$ cat config.mk
export PLATFORM = sky130hd
export DESIGN_NAME = sort4_ctrl
export DESIGN_NICKNAME = d
export VERILOG_FILES = /design/src/rtl/sort4_ctrl.sv
export SDC_FILE = /design/constraint.sdc
export NUM_CORES = 1
export LEC_CHECK = 0
export ABC_AREA = 1
export BUFFER_PORTS_ARGS = -buffer_cell sky130_fd_sc_hd__buf_2
export CAP_MARGIN = 20
export CORE_MARGIN = 2
export CORE_UTILIZATION = 65
export DETAILED_ROUTE_END_ITERATION = 8
export GPL_ROUTABILITY_DRIVEN = 0
export GPL_TIMING_DRIVEN = 0
export MAX_ROUTING_LAYER = met4
export PLACE_DENSITY = 0.88
export RECOVER_POWER = 25
export SYNTH_ARGS = -nofsm -noshare
export SYNTH_HDL_FRONTEND = slang
export SYNTH_SLANG_ARGS = --single-unit
export TNS_END_PERCENT = 50
$ cat constraint.sdc
create_clock -name clk -period 5.5 [get_ports clk]
set_input_delay 0.825 -clock clk [delete_from_list [all_inputs] [get_ports clk]]
set_output_delay 0.825 -clock clk [all_outputs]
set_load 0.01 [all_outputs]
$ cat src/rtl/sort4_ctrl.sv
// Four-entry bubble sorter: loads four 4-bit values, sorts them ascending
// with a single shared comparator (one compare per cycle), then streams them out.
module sort4_ctrl (
  input  logic       clk,
  input  logic       rst_n,
  input  logic       in_valid,
  input  logic [3:0] in_data,
  output logic       in_ready,
  output logic       out_valid,
  output logic [3:0] out_data,
  input  logic       out_ready,
  output logic       busy,
  output logic       done,
  output logic [3:0] swap_cnt
);

  localparam int DATA_W = 4;

  typedef enum logic [1:0] {
    LOAD = 2'd0,
    SORT = 2'd1,
    OUT  = 2'd2
  } state_t;

  state_t state, state_nxt;

  logic [DATA_W-1:0] data_buf [4];
  logic [1:0]        idx;
  logic [1:0]        j;
  logic [1:0]        j_pair;
  logic [1:0]        pass;
  logic              flag;
  logic [3:0]        swap_q;
  logic              done_q;

  logic [DATA_W-1:0] cmp_a;
  logic [DATA_W-1:0] cmp_b;
  logic [DATA_W:0]   cmp_diff;
  logic              a_lt_b;
  logic              a_eq_b;
  logic              a_gt_b;

  logic              load_fire;
  logic              out_fire;
  logic              pass_end;
  logic              pass_swapped;
  logic              sort_exit;

  // The only magnitude comparator: one subtraction yields lt, eq and gt.
  assign j_pair   = j + 2'd1;
  assign cmp_a    = data_buf[j];
  assign cmp_b    = data_buf[j_pair];
  assign cmp_diff = {1'b0, cmp_a} - {1'b0, cmp_b};
  assign a_lt_b   = cmp_diff[DATA_W];
  assign a_eq_b   = (cmp_diff[DATA_W-1:0] == '0);
  assign a_gt_b   = !a_lt_b && !a_eq_b;

  assign load_fire    = (state == LOAD) && in_valid;
  assign out_fire     = (state == OUT) && out_ready;
  assign pass_end     = (j == 2'd2);
  assign pass_swapped = flag || a_gt_b;
  assign sort_exit    = pass_end && (!pass_swapped || (pass == 2'd2));

  assign out_data = data_buf[idx];
  assign swap_cnt = swap_q;
  assign done     = done_q;

  always_ff @(posedge clk or negedge rst_n) begin
    if (!rst_n) begin
      state <= LOAD;
    end else begin
      state <= state_nxt;
    end
  end

  always_comb begin
    state_nxt = state;
    in_ready  = 1'b0;
    out_valid = 1'b0;
    busy      = 1'b0;
    case (state)
      LOAD: begin
        in_ready = 1'b1;
        if (load_fire && (idx == 2'd3)) state_nxt = SORT;
      end
      SORT: begin
        busy = 1'b1;
        if (sort_exit) state_nxt = OUT;
      end
      OUT: begin
        out_valid = 1'b1;
        if (out_fire && (idx == 2'd3)) state_nxt = LOAD;
      end
      default: state_nxt = LOAD;
    endcase
  end

  always_ff @(posedge clk or negedge rst_n) begin
    if (!rst_n) begin
      for (int i = 0; i < 4; i++) data_buf[i] <= '0;
      idx    <= 2'd0;
      j      <= 2'd0;
      pass   <= 2'd0;
      flag   <= 1'b0;
      swap_q <= 4'd0;
      done_q <= 1'b0;
    end else begin
      done_q <= (state == SORT) && sort_exit;
      case (state)
        LOAD: begin
          if (load_fire) begin
            data_buf[idx] <= in_data;
            idx           <= idx + 2'd1;
            if (idx == 2'd0) swap_q <= 4'd0;
            if (idx == 2'd3) begin
              j    <= 2'd0;
              pass <= 2'd0;
              flag <= 1'b0;
            end
          end
        end
        SORT: begin
          if (a_gt_b) begin
            data_buf[j]      <= cmp_b;
            data_buf[j_pair] <= cmp_a;
            if (swap_q != 4'hF) swap_q <= swap_q + 4'd1;
          end
          // Pass boundary: flag restarts so each pass judges its own swaps.
          if (pass_end) begin
            j    <= 2'd0;
            flag <= 1'b0;
            pass <= sort_exit ? 2'd0 : pass + 2'd1;
          end else begin
            j <= j + 2'd1;
            if (a_gt_b) flag <= 1'b1;
          end
        end
        OUT: begin
          if (out_fire) idx <= idx + 2'd1;
        end
        default: begin
          idx <= 2'd0;
        end
      endcase
    end
  end

endmodule

==> flow_summary.ini, run 1 <==
[run_status]
status = complete, but fails checks
violations = max-capacitance violations, max-slew violations

[power_and_ir_drop]
vdd_drop_max_mv = 0.5592
p_per_area_mw_per_mm2 = 728.9
power.internal_w = 0.0008850
switching_share = 0.5689
clockPowerShare = 0.095
p_leak_nw = 1.512
seq_power_share = 0.190
pwr-share-comb = 0.715
switching_power_w = 0.001168

[critical_path]
required_ns = 5.68
path_class = reg2reg
slowest_stage = dfrtp_1
cp_cell_sequence = inv_1 -> ha_1 -> inv_1 -> nand3_1 -> nand2_2 -> inv_1 -> ha_1 -> inv_2 -> fa_1 -> inv_1 -> nand2_1 -> a21oi_1 -> nand3_2 -> nand2_4 -> o21ai_4 -> buf_6 -> nand2_4 -> nand2_1 -> nand2_1
slowest_delay_ns = 0.52
path_delay_family = adder cells
critPathMaxFanout = 10
endpoint_kind = register
cp-start-kind = register
arrival_ns = 3.54
cpMostUsedCell = inv_1
path_buf_inv = 6

[routing]
drt-initial-drc-count = 385
vias = 2718
drc = 0
wl_per_cell_um = 15.27
viasPerCell = 5.883
ant_nets = 0
wl_mm = 7.057
drtPass1Iterations = 5

[clocking]
clockRootBuffer = clkbuf_8
cts_made_buffers = 5
post_cts_resized = 0
cts_num_sinks = 30
clk_latency_ns = 0.29
post-cts-setup-buffer-count = 0
cts_buffer_depth = 2
htreeDepth = 2
cts.clk_slew.worst_paths_ns = 0.07
cts-hold-fix-buffers = 0
cts_tree = yes

[timing]
fmax_mhz = 296.8
fin_skew_ns = 0.002987
worst_pin_slew_ns = 1.607
drv_slew = 31
fin_tns_setup_ns = 0
slew_headroom = -0.07132
rsz0062_at_grt = false
setup_slack_ns = 2.131
hold_violations = 0
holdWs_ns = 0.5077
setup-violations-final = 0
min_period_ns = 3.369
finalCritPeriodShare = 0.6125

[finish]
post-route-util = 0.7579
drive_gt1_frac = 0.1594
final_cell_mix = nand2_1, nand3_1, nor2_1
syn2layout_area_growth_pct = 9.698
mostFrequentLayoutCell = nand2_1
n_antenna_cell = 0
num-nets-final = 438

[global_routing]
grt_max_degree = 31
grt_pass1_wl_mm = 12.10
grt-ovfl-total = 0
grt_usage = 0.3742
antenna_found_initial = 0
grt_pass1_vias = 2542

[synthesis]
yosysWarningCount = 0
synth_nets = 412
synth_area_leaders = dfrtp_1, nand2_1, nand3_1
post-synth-top-area-cell = dfrtp_1
synth_area_mm2 = 0.002567
synth.top_cell.area_share = 0.2924
netlist_instances = 387
avgSynthCellArea_um2 = 6.634
ys_types = 31
yosysSeqAreaShare = 0.2924
yosys_register_bits = 30

[floorplan]
pin_count = 20
die_width_um = 66.85
core_mm2 = 0.003716
die_y_um = 66.85
dieArea_mm2 = 0.004469
rows = 22
initial_core_util = 0.6909

[job]
maxCapViolations = 1

[place]
numPortBuffers = 19
hpwl_mm = 5.186
place_ws_ns = 2.178

[worst_hold_path]
hp-class = reg2reg
==> final cells by class <==
cell class                      instances  area, µm²
Fill cell                             307      899.6
Clock inverter                          2      12.51
Tap cell                               48      60.06
Buffer                                 12      87.58
Timing Repair Buffer                   19      93.84
Clock buffer                            6      82.58
Sequential cell                        30      750.7
Inverter                               30      116.4
Multi-Input combinational cell        315       1613
==> metrics by stage <==
step / instance area, µm² / power (W) / instances
6_report: 2816 / 0.002053 / 462
2_1_floorplan: 2567 / 0.001466 / 387
3_3_place_gp: 2723 / 0.001762 / 454
5_1_grt: 2816 / 0.002244 / 462
3_5_place_dp: 2723 / 0.001820 / 454
4_1_cts: 2818 / 0.002019 / 462
==> state kept, by name, indices dropped and copies added, names as in the netlist <==
| name | cells |
|---|---|
| data_buf | 16 |
| swap_cnt | 4 |
| idx | 2 |
| j | 2 |
| pass | 2 |
| state | 2 |
| done | 1 |
| flag | 1 |
==> power by group through the flow <==
stage               logic, W  registers (W)  clock network, W
floorplan            0.00110       0.000362                 0
finish               0.00147       0.000391          0.000194
global placement     0.00137       0.000390                 0
CTS                  0.00144       0.000386          0.000194
detailed placement   0.00143       0.000391                 0
global route         0.00164       0.000400          0.000206
==> cell usage after synthesis <==
cell / number
a21o_1: 1
o21ai_4: 1
clkinv_2: 1
inv_4: 1
inv_2: 3
nand2_2: 8
buf_4: 2
o21ai_2: 1
xor2_1: 1
a21oi_2: 3
nor2_2: 2
a22oi_2: 1
inv_1: 25
buf_6: 4
o21ai_0: 18
o22ai_1: 4
fa_1: 1
nand2_4: 6
nor3_1: 2
clkbuf_1: 2
ha_1: 16
dfrtp_1: 30
nor2_1: 53
nand3_2: 1
nand2_1: 121
nand3_1: 56
buf_2: 4
o21ai_1: 13
a31oi_2: 1
a21oi_1: 4
a32oi_2: 1
==> per-layer routing <==
metal	share of wire	track usage	vias to the layer above
met5	0	-	-
met4	0.026	0.1378	0
met3	0.11	0.08953	25
met2	0.46	0.5713	167
met1	0.40	0.4841	1222
li1	-	-	1304
==> worst reg2reg max path: stages, from the launching register on <==
cell and delay [ns]:
dfrtp_1 0.52, inv_1 0.26, ha_1 0.46, inv_1 0.12
nand3_1 0.12, nand2_2 0.12, inv_1 0.08, ha_1 0.15
inv_2 0.05, fa_1 0.47, inv_1 0.04, nand2_1 0.05
a21oi_1 0.05, nand3_2 0.09, nand2_4 0.08, o21ai_4 0.17
buf_6 0.19, nand2_4 0.07, nand2_1 0.07, nand2_1 0.07
==> final timing paths <==
path                                      from                       end  slack (ns)  cells after the start
max                           j[1]$_DFFE_PN0P_  data_buf[12]$_DFFE_PN0P_        2.13                     19
min                        pass[1]$_DFFE_PN0P_       pass[1]$_DFFE_PN0P_        0.51                      2
max reg2reg                   j[1]$_DFFE_PN0P_  data_buf[12]$_DFFE_PN0P_        2.13                     19
min reg2reg                pass[1]$_DFFE_PN0P_       pass[1]$_DFFE_PN0P_        0.51                      2
max in group asynchronous                rst_n   data_buf[1]$_DFFE_PN0P_        3.64                      1
min in group asynchronous                rst_n   swap_cnt[1]$_DFFE_PN0P_        0.93                      1
==> cells by family after synthesis <==
family,synth area share
AO/OA/AOI/OAI,0.1170
XOR/XNOR,0.003412
adder cells (fa/ha/maj),0.08577
buffers and inverters,0.07943
flip-flops,0.2924
AND/OR/NAND/NOR,0.4220
Power figures use the tool's default switching activity.
==> run 2: changes to the inputs <==
- CORE_UTILIZATION: 65 -> 55
- PLACE_DENSITY: 0.88 -> 0.8
- clock period: 5.5 -> 2.8 ns (I/O delays scaled with it)
==> run 2 against run 1 <==
The run ends with max-capacitance violations, max-slew violations, negative setup slack left. Core utilization fell by 6.8 points. Combinational power increased by 130%. Sequential power is 96% higher. Power grew 120%. Sequential share of layout area decreased by 2.0 points. Clock skew increased by 0.0021 ns. Global-route usage down 8.0 points. Critical path type unchanged. Largest cell class unchanged. Largest power group unchanged. Highest routed layer unchanged.
==> flow_summary.ini, run 2 (synthesized netlist as in run 1, its figures left out) <==
[run_status]
status = complete, but fails checks
violations = max-capacitance violations, max-slew violations, negative setup slack

[place]
numPortBuffers = 19
hpwl_mm = 5.049
dp.cells = 458
placedInstanceArea_mm2 = 0.002740
place_ws_ns = -0.3697

[power_and_ir_drop]
power.internal_w = 0.002037
p_per_area_mw_per_mm2 = 1465
seq_power_share = 0.171
power.total_w = 0.004461
p_leak_nw = 1.603
vdd_drop_max_mv = 0.9338
clockPowerShare = 0.085
switching_power_w = 0.002424
pwr-share-comb = 0.744
switching_share = 0.5434

[timing]
setup-violations-final = 20
setup_slack_ns = -0.09295
rsz0062_at_grt = true
drv_slew = 31
fmax_mhz = 345.7
fin_skew_ns = 0.005045
min_period_ns = 2.893
hold_violations = 0
slew_headroom = -0.1346
worst_pin_slew_ns = 1.702
finalCritPeriodShare = 1.033

[routing]
drtPass1Iterations = 7
drt-initial-drc-count = 234
vias = 2777
wl_mm = 7.246
ant_nets = 0
viasPerCell = 5.785
wl_per_cell_um = 15.10
drc = 0

[clocking]
cts_num_sinks = 30
cts.clk_slew.worst_paths_ns = 0.07
cts_tree = yes
cts_made_buffers = 5
cts_buffer_depth = 2
htreeDepth = 2
clockRootBuffer = clkbuf_8
cts-hold-fix-buffers = 0
clk_latency_ns = 0.29

[global_routing]
grt_usage = 0.2945
antenna_found_initial = 0
grt-ovfl-total = 0
grt_max_degree = 31
grt_pass1_wl_mm = 11.61
grt_pass1_vias = 2399

[finish]
final_area_mm2 = 0.003045
syn2layout_area_growth_pct = 18.62
stdcell_count = 480
drive_gt1_frac = 0.2360
largest_reg_flops = 16
top_register = data_buf
post-route-util = 0.6899
n_antenna_cell = 0
mostFrequentLayoutCell = nand2_1
final_cell_mix = nand2_1, nand3_1, nor2_1
num-nets-final = 452

[critical_path]
arrival_ns = 3.07
path_class = reg2reg
cp-start-kind = register
critPathMaxFanout = 5
endpoint_kind = register
required_ns = 2.98

[floorplan]
die_width_um = 72.33
core_mm2 = 0.004414
die_y_um = 72.33
pin_count = 20
dieArea_mm2 = 0.005231
initial_core_util = 0.5816
rows = 24

[job]
maxCapViolations = 1

[worst_hold_path]
hp-class = in2reg
## run 2: changes by cell type in the layout (fill, tap and decap cells not counted), sizes merged
| cell | delta |
|---|---|
| buf | +12 |
| clkbuf | +1 |
| clkinvlp | +1 |
## run 2: routing by layer
| metal | part of all wire | track usage | up-vias |
|---|---|---|---|
| met5 | 0 | - | - |
| met4 | 0.044 | 0.1132 | 0 |
| met3 | 0.070 | 0.05000 | 36 |
| met2 | 0.47 | 0.4648 | 130 |
| met1 | 0.42 | 0.3781 | 1281 |
| li1 | - | - | 1330 |
## run 2: worst paths after layout
kind | from | to | slack, ns | cells past startpoint
worst max-delay path | j[0]$_DFFE_PN0P_ | data_buf[2]$_DFFE_PN0P_ | -0.09 | 20
worst min-delay path | out_ready | state[1]$_DFFE_PN0P_ | 0.44 | 4
worst max register to register | j[0]$_DFFE_PN0P_ | data_buf[2]$_DFFE_PN0P_ | -0.09 | 20
worst min register to register | pass[1]$_DFFE_PN0P_ | pass[1]$_DFFE_PN0P_ | 0.50 | 2
max in group asynchronous | rst_n | j[1]$_DFFE_PN0P_ | 1.14 | 1
min in group asynchronous | rst_n | swap_cnt[1]$_DFFE_PN0P_ | 0.57 | 1
## run 2: cell type report
cell class                      count  area (µm²)
Clock buffer                        6       82.58
Inverter                           30       135.1
Timing Repair Buffer               34       224.0
Clock inverter                      2       12.51
Sequential cell                    30       752.0
Multi-Input combinational cell    315        1689
Fill cell                         373        1369
Timing Repair inverter              1       8.758
Tap cell                           52       65.06
Buffer                             10       76.32
## run 2: repair_timing
item | CTS | global route
pin swaps | 2 | 11
endpoints found under the hold margin | 0 | 0
setup buffers | 6 | 8
setup endpoints to repair | 26 | 25
gates resized for setup | 9 | 21
cloned | 1 | 1
## run 2: per-stage QoR
stage          hold WS, ns  setup TNS, ns
5_1_grt             0.4698         -3.148
4_1_cts             0.1890              0
2_1_floorplan       0.1244              0
3_5_place_dp        0.4860         -7.687
3_3_place_gp        0.4714         -5.779
6_report            0.4363         -1.351
## run 2: power by group through the flow
stage | sequential [W] | clock, W | combinational (W)
4_1_cts | 0.000752 | 0.000379 | 0.00296
6_report | 0.000765 | 0.000379 | 0.00332
2_1_floorplan | 0.000711 | 0 | 0.00219
3_5_place_dp | 0.000768 | 0 | 0.00278
3_3_place_gp | 0.000767 | 0 | 0.00271
5_1_grt | 0.000786 | 0.000397 | 0.00363
## run 2: worst max-delay path: stages (launching register included)
cell and delay (ns):
dfrtp_1 0.40, buf_6 0.16, inv_12 0.04, ha_4 0.29, inv_4 0.04, nand3_2 0.05
nand2_2 0.09, inv_2 0.07, ha_4 0.13, inv_4 0.04, fa_2 0.55, inv_1 0.04
nand2_1 0.07, a21oi_2 0.04, nand3_2 0.08, nand2_4 0.07, o21ai_4 0.26, buf_8 0.18
nand2_4 0.07, nand2_1 0.07, nand2_1 0.05
==> run 3: changes to the inputs <==
--- a/config.mk
+++ b/config.mk
@@ -10,10 +10,10 @@
 export CAP_MARGIN = 20
 export CORE_MARGIN = 2
-export CORE_UTILIZATION = 55
+export CORE_UTILIZATION = 65
 export DETAILED_ROUTE_END_ITERATION = 8
 export GPL_ROUTABILITY_DRIVEN = 0
 export GPL_TIMING_DRIVEN = 0
 export MAX_ROUTING_LAYER = met4
-export PLACE_DENSITY = 0.8
+export PLACE_DENSITY = 0.88
 export RECOVER_POWER = 25
 export SYNTH_ARGS = -nofsm -noshare
==> constraint.sdc (replaced) <==
create_clock -name clk -period 3.35 [get_ports clk]
set_input_delay 0.1675 -clock clk [delete_from_list [all_inputs] [get_ports clk]]
set_output_delay 0.1675 -clock clk [all_outputs]
set_load 0.01 [all_outputs]
==> run 3 against run 2 <==
The run ends with max-capacitance violations, max-slew violations left. Critical path type unchanged. Die area decreased by 15%. Via count down 1.3%. Sequential power is 16% lower. Largest power group unchanged. Non-clock buffer count decreased by 9. Largest cell class unchanged.
==> flow_summary.ini, run 3 (synthesized netlist as in run 1, its figures left out) <==
[place]
hpwl_mm = 5.186
numPortBuffers = 19

[timing]
fmax_mhz = 324.8
min_period_ns = 3.079
rsz0062_at_grt = false
slew_headroom = -0.08427
fin_tns_setup_ns = 0
setup-violations-final = 0
hold_violations = 0
holdWs_ns = 0.1800
drv_slew = 31
fin_skew_ns = 0.006127
worst_pin_slew_ns = 1.626
finalCritPeriodShare = 0.9191

[critical_path]
ff2ff_path_depth = 19
worstReg2RegEnd = data_buf[12]$_DFFE_PN0P_
cpMostUsedCell = nand2_1
rr_startpoint = j[1]$_DFFE_PN0P_
r2r_slack_ns = 0.27
slowest_delay_ns = 0.48
path_class = reg2reg
critPathMaxFanout = 10
required_ns = 3.53
endpoint_kind = register
cp-start-kind = register
slowest_stage = dfrtp_2
arrival_ns = 3.26
cp_cell_sequence = clkinvlp_4 -> ha_2 -> inv_2 -> nand3_1 -> nand2_2 -> inv_1 -> ha_1 -> inv_2 -> fa_1 -> inv_1 -> nand2_1 -> a21oi_2 -> nand3_2 -> nand2_4 -> o21ai_4 -> buf_6 -> nand2_4 -> nand2_1 -> nand2_1

[routing]
wl_per_cell_um = 15.24
drt-initial-drc-count = 410
viasPerCell = 5.880
drc = 0
drtPass1Iterations = 8
wl_mm = 7.101
ant_nets = 0
vias = 2740

[finish]
multi_input_area_mm2 = 0.001619
largest_reg_flops = 16
n_fill_cell = 302
mostFrequentLayoutCell = nand2_1
top_register = data_buf
regArea_um2 = 753.2
num-nets-final = 442
syn2layout_area_growth_pct = 11.35
n_antenna_cell = 0
drive_gt1_frac = 0.1770
final_cell_mix = nand2_1, nand3_1, nor2_1

[floorplan]
die_y_um = 66.85
rows = 22
dieArea_mm2 = 0.004469
pin_count = 20
die_width_um = 66.85
core_mm2 = 0.003716
initial_core_util = 0.6909

[clocking]
cts_made_buffers = 5
clk_latency_ns = 0.29
clockRootBuffer = clkbuf_8
cts_num_sinks = 30
cts.clk_slew.worst_paths_ns = 0.07
cts_tree = yes
htreeDepth = 2
cts_buffer_depth = 2

[worst_hold_path]
holdPathEnd = state[1]$_DFFE_PN0P_
hp-class = in2reg
holdPathStages = 4
hold_start = out_ready

[power_and_ir_drop]
p_per_area_mw_per_mm2 = 1205
vdd_drop_max_mv = 0.9579
p_leak_nw = 1.517
switching_power_w = 0.001948
power.internal_w = 0.001496
power.total_w = 0.003444
switching_share = 0.5655
clockPowerShare = 0.093
seq_power_share = 0.187
pwr-share-comb = 0.719

[global_routing]
grt_usage = 0.3738
grt_pass1_vias = 2536
antenna_found_initial = 0
grt_pass1_wl_mm = 12.08
grt-ovfl-total = 0
grt_max_degree = 31

[run_status]
status = complete, but fails checks
violations = max-capacitance violations, max-slew violations

[job]
maxCapViolations = 1
-- run 3: cell count changes in the layout (fill, tap and decap cells not counted), moves of 2 or more --
cell / previous run / this run
nand2_1: 111 / 121
nand3_1: 53 / 56
ha_4: 2 / 0
nand2_2: 17 / 8
buf_4: 14 / 6
nand3_2: 4 / 1
inv_4: 2 / 0
-- run 3: worst max-delay path by stage --
| stage | startpoint | end | slack, ns |
|---|---|---|---|
| 2_1_floorplan | j[0]$_DFFE_PN0P_ | data_buf[8]$_DFFE_PN0P_ | 0.48 |
| 3_3_place_gp | j[0]$_DFFE_PN0P_ | data_buf[8]$_DFFE_PN0P_ | 0.1 |
| 3_5_place_dp | j[0]$_DFFE_PN0P_ | state[1]$_DFFE_PN0P_ | 0.03 |
| 4_1_cts | j[0]$_DFFE_PN0P_ | state[1]$_DFFE_PN0P_ | 0.02 |
| 5_1_grt | j[0]$_DFFE_PN0P_ | state[0]$_DFFE_PN0P_ | 0.02 |
| 6_report | j[1]$_DFFE_PN0P_ | data_buf[12]$_DFFE_PN0P_ | 0.27 |
-- run 3: power by group through the flow --
stage / Combinational (W) / Clock (W) / Sequential (W)
after global placement: 0.00225 / 0 / 0.000640
after global routing: 0.00276 / 0.000339 / 0.000661
final: 0.00248 / 0.000322 / 0.000644
after floorplan: 0.00181 / 0 / 0.000595
after CTS: 0.00236 / 0.000318 / 0.000634
after detailed placement: 0.00235 / 0 / 0.000641
-- run 3: layout make-up --
class | instances | share of cell area
Clock inverter | 2 | 0.004376
Multi-Input combinational cell | 315 | 0.5663
Clock buffer | 6 | 0.02888
Inverter | 30 | 0.04289
Timing Repair Buffer | 24 | 0.04639
Tap cell | 48 | 0.02101
Sequential cell | 30 | 0.2635
Buffer | 11 | 0.02670
-- run 3: timing repair --
action                                  in CTS  in global routing
hold buffers                                 1                  0
endpoints found under the hold margin       30                  0
setup buffers                                0                  4
gates resized for setup                      0                  8
endpoints found under the setup margin       0                 25
-- run 3: stage by stage --
| stage | utilization | area, µm² | worst slack [ns] | instances |
|---|---|---|---|---|
| global placement | 0.7327 | 2723 | 0.09575 | 454 |
| global route | 0.7694 | 2859 | 0.01656 | 466 |
| floorplan | - | 2567 | 0.4776 | 387 |
| detailed placement | 0.7327 | 2723 | 0.02808 | 454 |
| finish | 0.7694 | 2859 | 0.2709 | 466 |
| CTS | 0.7609 | 2828 | 0.01654 | 463 |
-- run 3: metal layers --
metal	wire length, µm	global-route usage
met5	0	-
met1	2888	0.4841
met2	3236	0.5700
met3	747	0.08953
met4	229	0.1378
-- run 3: critical path, delay by kind of cell (launching register included) --
kind                     cells  cell delay [ns]
AO/OA/AOI/OAI                2             0.21
AND/OR/NAND/NOR              8             0.64
buffers and inverters        6             0.59
adder cells (fa/ha/maj)      3             1.03
flip-flops                   1             0.48
